File: src/rtl/shift_sequencer_pkg.sv
// Shared types for the execute-stage shift sequencer.
package shift_pkg;

    // Sequencer states: accept in IDLE, one bit per cycle in SHIFT, pulse in DONE.
    typedef enum logic [1:0] {
        IDLE  = 2'd0,
        SHIFT = 2'd1,
        DONE  = 2'd2
    } seq_state_t;

    localparam logic DIR_LEFT  = 1'b0;
    localparam logic DIR_RIGHT = 1'b1;

endpackage

File: src/rtl/shift_sequencer_if.sv
// Start/Done handshake and operand/result bus between control and the sequencer.
interface shift_sequencer_if #(
    parameter int WIDTH  = 8,
    parameter int SHAMTW = 3
);
    logic              Start;
    logic              Flush;
    logic [WIDTH-1:0]  Data;
    logic [SHAMTW-1:0] Shamt;
    logic              Dir;
    logic              Arith;
    logic              OvIn;
    logic              Busy;
    logic              Done;
    logic [WIDTH-1:0]  Result;
    logic              Ov;

    // Control/decode side drives requests and watches Busy/Done.
    modport master (
        output Start, Flush, Data, Shamt, Dir, Arith, OvIn,
        input  Busy, Done, Result, Ov
    );

    // Sequencer side.
    modport slave (
        input  Start, Flush, Data, Shamt, Dir, Arith, OvIn,
        output Busy, Done, Result, Ov
    );
endinterface

File: src/rtl/shift_sequencer_step.sv
// Combinational one-bit shifter; reports the bit that falls off the end.
module shift_step
    import shift_pkg::*;
#(
    parameter int WIDTH = 8
) (
    input  logic [WIDTH-1:0] value_i,
    input  logic             dir_i,
    input  logic             arith_i,
    output logic [WIDTH-1:0] value_o,
    output logic             out_bit_o
);

    // Left fills LSB with zero; right fills MSB with sign (arith) or zero.
    always_comb begin
        value_o   = value_i;
        out_bit_o = 1'b0;
        if (dir_i == DIR_LEFT) begin
            value_o   = {value_i[WIDTH-2:0], 1'b0};
            out_bit_o = value_i[WIDTH-1];
        end else begin
            value_o   = {arith_i & value_i[WIDTH-1], value_i[WIDTH-1:1]};
            out_bit_o = value_i[0];
        end
    end

endmodule

File: src/rtl/shift_sequencer.sv
// Multi-cycle shift sequencer: one bit per cycle, last shifted-out bit kept as Ov.
module shift_sequencer
    import shift_pkg::*;
#(
    parameter int WIDTH  = 8,
    parameter int SHAMTW = 3
) (
    input  logic              CLK,
    input  logic              ResetN,
    shift_sequencer_if.slave  bus
);

    seq_state_t        state_q, state_d;
    logic [SHAMTW-1:0] count_q, count_d;
    logic [WIDTH-1:0]  result_q, result_d;
    logic              ov_q, ov_d;
    logic              dir_q, dir_d;
    logic              arith_q, arith_d;

    logic [WIDTH-1:0]  step_val;
    logic              step_bit;

    shift_step #(.WIDTH(WIDTH)) u_step (
        .value_i   (result_q),
        .dir_i     (dir_q),
        .arith_i   (arith_q),
        .value_o   (step_val),
        .out_bit_o (step_bit)
    );

    // State and datapath registers; reset clears everything at once.
    always_ff @(posedge CLK or negedge ResetN) begin
        if (!ResetN) begin
            state_q  <= IDLE;
            count_q  <= '0;
            result_q <= '0;
            ov_q     <= 1'b0;
            dir_q    <= DIR_LEFT;
            arith_q  <= 1'b0;
        end else begin
            state_q  <= state_d;
            count_q  <= count_d;
            result_q <= result_d;
            ov_q     <= ov_d;
            dir_q    <= dir_d;
            arith_q  <= arith_d;
        end
    end

    // Next state: Flush wins over everything and leaves Result/Ov untouched;
    // operands are latched at accept so the bus may change mid-shift.
    always_comb begin
        state_d  = state_q;
        count_d  = count_q;
        result_d = result_q;
        ov_d     = ov_q;
        dir_d    = dir_q;
        arith_d  = arith_q;
        unique case (state_q)
            IDLE: begin
                if (!bus.Flush && bus.Start) begin
                    result_d = bus.Data;
                    count_d  = bus.Shamt;
                    dir_d    = bus.Dir;
                    arith_d  = bus.Arith;
                    if (bus.Shamt == '0) begin
                        ov_d    = bus.OvIn;
                        state_d = DONE;
                    end else begin
                        state_d = SHIFT;
                    end
                end
            end
            SHIFT: begin
                if (bus.Flush) begin
                    state_d = IDLE;
                end else begin
                    result_d = step_val;
                    ov_d     = step_bit;
                    count_d  = count_q - SHAMTW'(1);
                    if (count_q == SHAMTW'(1))
                        state_d = DONE;
                end
            end
            DONE: begin
                state_d = IDLE;
            end
            default: begin
                state_d = IDLE;
            end
        endcase
    end

    assign bus.Busy   = (state_q != IDLE);
    assign bus.Done   = (state_q == DONE);
    assign bus.Result = result_q;
    assign bus.Ov     = ov_q;

endmodule

File: src/flat_wrapper.sv
// flat-port wrapper written by rule: the top's interface ports become plain ports
module shift_sequencer_flat import shift_pkg::*;
#(
    parameter int WIDTH  = 8,
    parameter int SHAMTW = 3
)
  (CLK, ResetN, bus_Start, bus_Flush, bus_Data, bus_Shamt, bus_Dir, bus_Arith, bus_OvIn, bus_Busy, bus_Done, bus_Result, bus_Ov);
  shift_sequencer_if #(.WIDTH(WIDTH), .SHAMTW(SHAMTW)) bus_i ();
  input  logic CLK;
  input  logic ResetN;
  input wire logic [$bits(bus_i.Start)-1:0] bus_Start;
  input wire logic [$bits(bus_i.Flush)-1:0] bus_Flush;
  input wire logic [$bits(bus_i.Data)-1:0] bus_Data;
  input wire logic [$bits(bus_i.Shamt)-1:0] bus_Shamt;
  input wire logic [$bits(bus_i.Dir)-1:0] bus_Dir;
  input wire logic [$bits(bus_i.Arith)-1:0] bus_Arith;
  input wire logic [$bits(bus_i.OvIn)-1:0] bus_OvIn;
  output wire logic [$bits(bus_i.Busy)-1:0] bus_Busy;
  output wire logic [$bits(bus_i.Done)-1:0] bus_Done;
  output wire logic [$bits(bus_i.Result)-1:0] bus_Result;
  output wire logic [$bits(bus_i.Ov)-1:0] bus_Ov;
  assign bus_i.Start = bus_Start;
  assign bus_i.Flush = bus_Flush;
  assign bus_i.Data = bus_Data;
  assign bus_i.Shamt = bus_Shamt;
  assign bus_i.Dir = bus_Dir;
  assign bus_i.Arith = bus_Arith;
  assign bus_i.OvIn = bus_OvIn;
  assign bus_Busy = bus_i.Busy;
  assign bus_Done = bus_i.Done;
  assign bus_Result = bus_i.Result;
  assign bus_Ov = bus_i.Ov;
  shift_sequencer #(.WIDTH(WIDTH), .SHAMTW(SHAMTW)) u_core (.CLK(CLK), .ResetN(ResetN), .bus(bus_i));
endmodule
File: config.mk
export PLATFORM = sky130hd
export DESIGN_NAME = shift_sequencer_flat
export DESIGN_NICKNAME = d
export VERILOG_FILES = /design/src/rtl/shift_sequencer_pkg.sv /design/src/rtl/shift_sequencer_if.sv /design/src/rtl/shift_sequencer_step.sv /design/src/rtl/shift_sequencer.sv /design/src/flat_wrapper.sv
export SDC_FILE = /design/constraint.sdc
export NUM_CORES = 1
export LEC_CHECK = 0
export ABC_AREA = 1
export BUFFER_PORTS_ARGS = -buffer_cell sky130_fd_sc_hd__buf_2
export CORE_MARGIN = 5
export CORE_UTILIZATION = 54
export CTS_CLUSTER_SIZE = 40
export DETAILED_ROUTE_END_ITERATION = 6
export PLACE_DENSITY = 0.83
export SLEW_MARGIN = 20
export SYNTH_ARGS = -nofsm -noshare
export SYNTH_HDL_FRONTEND = slang
export SYNTH_SLANG_ARGS = --single-unit
export TNS_END_PERCENT = 100
File: constraint.sdc
create_clock -name CLK -period 3.1 [get_ports CLK]
set_input_delay 0 -clock CLK [delete_from_list [all_inputs] [get_ports CLK]]
set_output_delay 0 -clock CLK [all_outputs]
set_load 0.02 [all_outputs]
# == Yosys cells after proc, flatten, opt, wreduce, memory -nomap -nowiden ==
# Cells that the tools add are included.
# word_totals
reg_bits,16
latch_bits,0
mem_bits_rw,0
mem_bits_ro,0
inputBits,18
output_inout_bits,11
wordCells,42
n_memories,0
# op_classes
addsub,1
multipliers,0
div_mod_pow,0
order_cmp,0
n_eq_ne,7
n_shift,0
n_mux,17
bitwise,1
reduce_logical,10
# ops
op,count
2-to-1 mux 8 bit,3
one-hot mux 8 bit (2 select lines),1
2-to-1 mux 2 bit,4
2-to-1 mux 3 bit,2
one-hot mux 3 bit (2 select lines),1
2-to-1 mux 1 bit,4
"!= test 2 x 1 -> 1 bit, second input constant",2
one-hot mux 2 bit (2 select lines),1
AND reduction 2 bit,2
AND reduction 4 bit,1
nonzero test 2 bit,2
"== test 3 x 1 -> 1 bit, second input constant",1
logical NOT 3 bit,1
"!= test 3 x 2 -> 1 bit, second input constant",1
AND reduction 3 bit,1
"subtractor 3 x 1 -> 3 bit, second input constant",1
"== test 2 x 1 -> 1 bit, second input constant",1
"== test 2 bit, second input constant",1
logical NOT 2 bit,1
"!= test 2 bit, second input constant",1
one-hot mux 1 bit (2 select lines),1
bitwise AND 1 bit,1
logical AND 1 bit,1
logical NOT 1 bit,1

# == Longest topological paths before layout ==
# Gate-level depths: netlist (run 1).
# logic_depth
ltp_word,4
ltp_mapped,8

# == Hierarchy ==
# A second synthesis (run 1) with hierarchy kept.
# unflattened
cells_unflattened,155
hier_area_um2,1031.0
# modules_own_cells
mod,instances,cells_each,area_each_um2
shift_sequencer,1,127,917.1
shift_step,1,28,113.9

# == Worst setup path after synthesis (run 1) ==
# OpenSTA, ideal clock, no wires.
# synth_timing
kind,reg-to-reg
from,register u_core.state_q[1]
to,register u_core.result_q[2] (netlist: u_core.bus.Result[2])
setup_ps,126
arrival_ps,967
setup_slack_ps,2007
stages_incl_launch_ff,6
path_buffers,1
cell_sequence,dfrtp_1 > nor2_4 > nand3_4 > nand2_4 > buf_6 > o21ai_0
# synth_via
elab_chain_len,3
word_cells_on_any_way,7
cone_classes,3 x eq/ne; 1 x mux; 3 x reduce/logical
# synth_lines
element,line,source
start: declaration,shift_sequencer.sv:13,"seq_state_t state_q, state_d;"
start signal: assignment,shift_sequencer.sv:41,state_q <= state_d;
== test 2 x 1 -> 1 bit / logical NOT 2 bit (equally long branches),shift_sequencer.sv:59,unique case (state_q)
!= test 2 bit (no line) (tied with other cells),n/a,
AND reduction 3 bit (no line),n/a,
end signal: assignment,shift_sequencer.sv:43,result_q <= result_d;
end: declaration,shift_sequencer.sv:15,"logic [WIDTH-1:0] result_q, result_d;"
# Parallel ways exist; a longest one is shown, timed or not.
# A chain may end at the register's enable or synchronous reset.

# == Worst setup path in the final report (run 1) ==
# layout_timing
from,register u_core.state_q[0]
to,register u_core.ov_q (netlist: u_core.bus.Ov)
# layout_via
elab_chain_len,3
word_cells_on_any_way,8
cone_classes,4 x eq/ne; 1 x mux; 3 x reduce/logical
# layout_lines
element,line,source
== test 2 x 1 -> 1 bit / logical NOT 2 bit (equally long branches),shift_sequencer.sv:59,
!= test 2 bit (no line) (tied with other cells),n/a,
AND reduction 4 bit (no line),n/a,
end signal: assignment,shift_sequencer.sv:44,ov_q <= ov_d;
end: declaration,shift_sequencer.sv:16,"logic ov_q, ov_d;"
# Parallel ways exist; a longest one is shown, timed or not.

==> results of run 1 <==
synthesized netlist by cell type:
cell	instances	area, µm²
nand2_1	56	210
inv_1	17	63.8
dfrtp_1	16	400
nand3_1	15	75.1
o21ai_0	11	55.1
nor2_1	4	15.0
o21ai_1	3	15.0
buf_4	2	15.0
buf_6	2	22.5
ha_1	2	25.0
nand2_4	2	22.5
nor2_4	2	22.5
or2_2	2	12.5
a21oi_1	1	5.00
buf_2	1	5.00
clkinv_1	1	3.75
inv_2	1	3.75
nand3_4	1	17.5
o211ai_1	1	7.51
xnor2_1	1	8.76
worst max-delay path, cell delays in order, from the launching register on:
cell and delay (ns):
dfrtp_1 0.45, inv_2 0.07, nor2_4 0.26, nand2_4 0.12, nand2_4 0.21, nand2_1 0.08
nand2_1 0.06, nand2_1 0.05
path summary, 6_finish.rpt:
kind	from	to	slack [ns]	cells past startpoint
worst max-delay path	u_core.state_q[0]$_DFFE_PN0P_	u_core.bus.Ov$_DFFE_PN0P_	1.71	7
worst min-delay path	bus_Data[6]	u_core.bus.Result[6]$_DFFE_PN0P_	0.01	4
worst max register to register	u_core.state_q[0]$_DFFE_PN0P_	u_core.bus.Ov$_DFFE_PN0P_	1.71	7
worst min register to register	u_core.bus.Ov$_DFFE_PN0P_	u_core.bus.Ov$_DFFE_PN0P_	0.50	2
max in group asynchronous	ResetN	u_core.state_q[0]$_DFFE_PN0P_	2.68	2
min in group asynchronous	ResetN	u_core.count_q[2]$_DFFE_PN0P_	0.15	2
timing repair:
action / in CTS / in global routing
gates resized for setup: 0 / 0
hold buffers: 3 / 0
endpoints found under the hold margin: 18 / 0
layer usage:
metal | global-route usage, % | wire, µm | vias up | part of all wire [%]
met4 | 10.6 | 69 | 0 | 3.0
met2 | 33.5 | 1190 | 37 | 52
met1 | 20.9 | 894 | 465 | 39
met3 | 3.10 | 156 | 8 | 6.7
met5 | 0 | 0 | - | 0
li1 | - | - | 495 | -
registers in the layout, summed over array words and instances (netlist names):
| name | cells |
|---|---|
| u_core.arith_q | 1 |
| u_core.bus.Ov | 1 |
| u_core.bus.Result | 8 |
| u_core.count_q | 3 |
| u_core.dir_q | 1 |
| u_core.state_q | 2 |
kinds of logic (layout without fill, tap and decap cells):
logic type / after synthesis / in the layout / synth area share [%]
simple gates: 82 / 82 / 37.3
xor+xnor: 1 / 1 / 0.871
compound gates: 16 / 16 / 8.21
fa+ha+maj: 2 / 2 / 2.49
buf+inv: 24 / 54 / 11.3
flops: 16 / 16 / 39.8
through the flow:
stage,setup slack [ns],hold WS (ns)
5_1_grt,1.53,0.0257
2_1_floorplan,2.01,-0.296
3_3_place_gp,1.80,-0.0719
3_5_place_dp,1.73,-0.0604
4_1_cts,1.71,0.00319
6_report,1.71,0.0111
power breakdown:
group | total, µW | switching [µW] | internal [µW]
Combinational | 669 | 440 | 229
Sequential | 403 | 95.2 | 308
Clock | 137 | 65.4 | 71.5
cell type report:
cell class / instances / area, µm² / share of cell area (%)
Multi-Input combinational cell: 101 / 492 / 40.9
Sequential cell: 16 / 400 / 33.3
Timing Repair Buffer: 31 / 170 / 14.2
Inverter: 19 / 71.3 / 5.94
Clock buffer: 4 / 36.3 / 3.02
Tap cell: 25 / 31.3 / 2.60
==> results.py, run 1 <==
metrics = {
    "run_status": {
        "status": "completed",
    },
    "timing": {
        "fmax_mhz": 722,
        "rsz0062_at_grt": "no",
        "tightest_slew_ns": 0.387,
        "finalSetupViolations": 0,
        "finalHoldViolCount": 0,
        "fin_crit_sh_pct": 44.7,
        "fin_skew_ns": 0.00650,
        "min_period_ns": 1.39,
        "drv_slew": 0,
        "slew_headroom_pct": 74.1,
        "setup_tns_ns": 0,
    },
    "logic_synthesis": {
        "synth_fp_nets": 161,
        "synth_seq_area_share_pct": 39.8,
        "synth.avg_cell_area_um2": 7.13,
        "yosysWarnings": 0,
        "synth_area_mm2": 0.00101,
        "synthCells": 141,
        "synth_seq_cells": 16,
        "ys_types": 20,
    },
    "cts": {
        "cts_setup_buffers": 0,
        "cts_buffers": 3,
        "cts_buffer_depth": 2,
        "cts_tree": "yes",
        "cts.reportedPaths.clkPinSlew_ns": 0.10,
        "clk_latency_ns": 0.28,
        "ctsRootBufferMaster": "clkbuf_4",
        "ctsHtreeMaxLevel": 1,
        "cts.sink_count": 16,
    },
    "placement": {
        "io_buffers": 28,
        "gp_congestion": 0.848,
        "dp_hpwl_um": 1730,
        "dp_cells": 189,
        "dpl-instance-area_mm2": 0.00113,
    },
    "finish": {
        "area_growth_pct": 19.4,
        "fin_cells": 196,
        "final_util_pct": 68.8,
        "layout_commonest_cell": "nand2_1",
        "drive_above_1_share_pct": 23.4,
        "final_area_mm2": 0.00120,
        "nFillCells": 166,
        "fin_nets": 192,
        "diodes": 0,
        "final_cell_mix": "56 x nand2_1, 28 x buf_2, 17 x inv_1, 16 x dfrtp_1, 15 x nand3_1",
    },
    "die": {
        "die_w_um": 53.2,
        "ios": 29,
        "row_count": 15,
        "die_area_mm2": 0.00283,
        "core_mm2": 0.00175,
        "initial_utilization_pct": 57.6,
        "die_y_um": 53.2,
    },
    "worst_setup_path": {
        "critical_path_class": "flop to flop",
        "start_kind": "flop",
        "cp_max_fo": 21,
        "worstPathRequired_ns": 3.29,
        "end_kind": "flop",
        "crit_arrival_ns": 1.57,
    },
    "drt": {
        "drc": 0,
        "viasPerCell": 5.13,
        "drt_iter0_markers": 10,
        "route.vias.total": 1005,
        "firstDrtPassIters": 4,
        "drtAntennaViolNets": 0,
        "wirelength_um": 2310,
        "wl_per_cell_um": 11.8,
    },
    "global_routing": {
        "grt-ovfl-total": 0,
        "grt_pass1_wl_um": 3840,
        "first_global_vias": 937,
        "antenna_found_initial": 0,
        "grt_usage_pct": 18.8,
        "grt_max_degree": 22,
    },
    "power": {
        "worst_ir_drop_vdd_v": 0.000566,
        "leakage_uw": 0.000676,
        "powerDensity_mw_per_mm2": 1010,
        "finalPower_uw": 1210,
    },
    "flow_run": {
        "maxCapViolations": 0,
    },
    "hold_path": {
        "hold_path.class": "input port to flop",
    },
}
No activity file was read; power rests on OpenSTA's default activity.
==> run 2, diff against run 1 <==
ABC_AREA = 0   (was 1)
CORE_UTILIZATION = 49   (was 54)
PLACE_DENSITY = 0.77   (was 0.83)
clock period = 1.3 ns   (was 3.1 ns; I/O delays follow)
==> run 2 against run 1 <==
Against the previous run:
- the run now ends with negative setup slack left
- synthesized area shrank 5.8%
- critical path depth shrank 4
- register-to-register slack lost 1.8 ns
- first-iteration DRC count grew 120%
- via count shrank 7.2%
- final cell count shrank 11%
- die area grew 3.1%
- global-route usage grew 0.47 points
- critical path type unchanged
- highest routed layer unchanged
==> results.py, run 2 <==
metrics = {
    "logic_synthesis": {
        "synth_compound_area_share_pct": 23.8,
        "ys_types": 28,
        "synth_adder_area_share_pct": 2.64,
        "synth_top_family_by_area": "compound AO/OA/AOI/OAI gates",
        "yosys.area_share.simple_pct": 19.4,
        "synthArstFlopShare_pct": 100,
        "synth_top_area_cell": "dfrtp_1",
        "synthCells": 100,
        "synth.avg_cell_area_um2": 9.47,
        "synth_edf_count": 0,
        "yosysWarnings": 0,
        "synthTopCellsByArea": "dfrtp_1 42%, nor2b_1 6.6%, o21ai_0 6.3%, a211oi_1 6.3%, o31ai_1 6.3%",
        "synth_xor_area_share_pct": 0,
        "synth_fp_nets": 120,
        "synth_seq_area_share_pct": 42.3,
        "synth_ff_type": "dfrtp_1",
        "synth.most_common_cell": "dfrtp_1",
        "synth_area_um2": 947,
        "synthMuxAreaShare_pct": 7.00,
        "synth_seq_cells": 16,
        "synth_common_cells": "16 x dfrtp_1, 12 x o21ai_0, 10 x nor2_1, 10 x nor2b_1",
        "synth_top_cell_area_share_pct": 42.3,
    },
    "die": {
        "die_w_um": 54.0,
        "ios": 29,
        "die_area_mm2": 0.00291,
        "core_mm2": 0.00190,
        "die_y_um": 54.0,
        "row_count": 16,
        "initial_utilization_pct": 49.8,
    },
    "cts": {
        "cts_tree": "yes",
        "cts.sink_count": 16,
        "cts_buffer_depth": 2,
        "cts.reportedPaths.clkPinSlew_ns": 0.10,
        "ctsHtreeMaxLevel": 1,
        "clk_latency_ns": 0.30,
        "cts_buffers": 3,
        "ctsRootBufferMaster": "clkbuf_4",
    },
    "worst_setup_path": {
        "crit_buf_inv": 0,
        "crit_arrival_ns": 1.59,
        "cp_max_fo": 11,
        "slowest_stage": "dfrtp_2",
        "r2r_slack_ns": -0.07,
        "worstPathRequired_ns": 1.52,
        "crit_top_cell": "or2_4",
        "critical_path_class": "flop to flop",
        "crit_chain": "or2_4, or2_4, o31ai_2",
        "end_kind": "flop",
        "cp_top_family": "simple AND/OR/NAND/NOR gates",
        "critPathMaxStageDelay_ns": 0.47,
        "start_kind": "flop",
    },
    "timing": {
        "fin_ws_ns": -0.0717,
        "fin_crit_sh_pct": 106,
        "min_period_ns": 1.37,
        "finalHoldViolCount": 0,
        "tightest_slew_ns": 0.363,
        "drv_slew": 0,
        "fin_skew_ns": 0.00174,
        "slew_headroom_pct": 75.8,
        "finalSetupViolations": 11,
        "rsz0062_at_grt": "yes",
        "fmax_mhz": 729,
        "whs_ns": 0.0151,
    },
    "drt": {
        "viasPerCell": 5.36,
        "drc": 0,
        "highest_layer": "met4",
        "met3WireLength_um": 126,
        "wirelength_um": 2580,
        "route.vias.total": 933,
        "wl_per_cell_um": 14.8,
        "wl_met2_um": 1250,
        "firstDrtPassIters": 4,
        "drtAntennaViolNets": 0,
        "wl_met1_um": 1160,
        "drt_iter0_markers": 22,
    },
    "finish": {
        "drive_above_1_share_pct": 46.9,
        "area_growth_pct": 45.4,
        "largest_reg_flops": 8,
        "final_cell_mix": "28 x buf_2, 14 x buf_4, 12 x dfrtp_1, 10 x nor2b_1, 10 x o21ai_0",
        "layout_commonest_cell": "buf_2",
        "diodes": 0,
        "fin_nets": 168,
    },
    "power": {
        "leakage_uw": 0.000631,
        "powerDensity_mw_per_mm2": 1320,
        "finalPower_uw": 1820,
        "worst_ir_drop_vdd_v": 0.000839,
    },
    "placement": {
        "dp_hpwl_um": 1680,
        "io_buffers": 28,
        "gp_congestion": 0.831,
    },
    "global_routing": {
        "grt_pass1_wl_um": 4010,
        "grt_max_degree": 17,
        "first_global_vias": 899,
        "grt-ovfl-total": 0,
        "grt_usage_pct": 19.3,
        "antenna_found_initial": 0,
    },
    "run_status": {
        "status": "finished, violations left",
        "violations": "negative setup slack",
    },
    "flow_run": {
        "maxCapViolations": 0,
    },
    "hold_path": {
        "hold_path.class": "input port to flop",
    },
}
[run 2: logic make-up (layout without fill, tap and decap cells)]
family	count (synthesis)	count (layout)
AOI/OAI and AO/OA	34	34
and+or+nand+nor	32	32
DFF	16	16
buffers and inverters	10	57
muxes	6	6
adders and majority gates	2	2
[run 2: worst register-to-register path, cell delays in order (launching register included)]
cell and delay (ns):
dfrtp_2 0.47, or2_4 0.27, or2_4 0.31, o31ai_2 0.25
[run 2: path summary, 6_finish.rpt]
check	end	start	cells after the start
setup / recovery	u_core.bus.Result[2]$_DFFE_PN0P_	u_core.state_q[1]$_DFFE_PN0P_	3
hold / removal	u_core.bus.Result[1]$_DFFE_PN0P_	bus_Data[1]	3
setup reg to reg	u_core.bus.Result[2]$_DFFE_PN0P_	u_core.state_q[1]$_DFFE_PN0P_	3
hold reg to reg	u_core.bus.Ov$_DFFE_PN0P_	u_core.bus.Ov$_DFFE_PN0P_	1
max in group asynchronous	u_core.state_q[0]$_DFFE_PN0P_	ResetN	2
min in group asynchronous	u_core.bus.Result[1]$_DFFE_PN0P_	ResetN	2
[run 2: report_power, final]
part	leakage (µW)	total [µW]	internal, µW	switching, µW
combinational	0.000418	757	362	396
clock	0.0000210	347	171	175
sequential	0.000191	717	614	103
total	0.000631	1820	1150	674
[run 2: area by class of cell]
class	instances	area (µm²)
clock buffers	4	36.3
fillers	145	524
inverters	4	15.0
multi-input cells	74	572
flip-flops and latches	16	405
well taps	27	33.8
repair buffers	49	315
[run 2: metal layers]
metal	GRT usage (%)	vias to the layer above
met1	23.7	439
li1	-	462
met5	0	-
met2	32.5	26
met4	11.5	0
met3	1.66	6
[run 2: what timing repair did]
action                     4_1_cts  5_1_grt
setup endpoints to repair       15       16
pin swaps                        2        0
hold buffers                     7        0
setup buffers                    1        1
hold endpoints to repair        22        0
resized for setup               11        7
[run 2: stage by stage]
stage | cell area (µm²) | util [%] | TNS (ns) | setup slack, ns | instances
floorplan | 961 | - | -0.186 | -0.0406 | 100
global placement | 1190 | 62.8 | -1.01 | -0.103 | 161
detailed placement | 1190 | 62.8 | -1.75 | -0.177 | 161
CTS | 1340 | 70.6 | -0.443 | -0.0605 | 173
global route | 1380 | 72.4 | -1.13 | -0.124 | 174
finish | 1380 | 72.4 | -0.536 | -0.0717 | 174
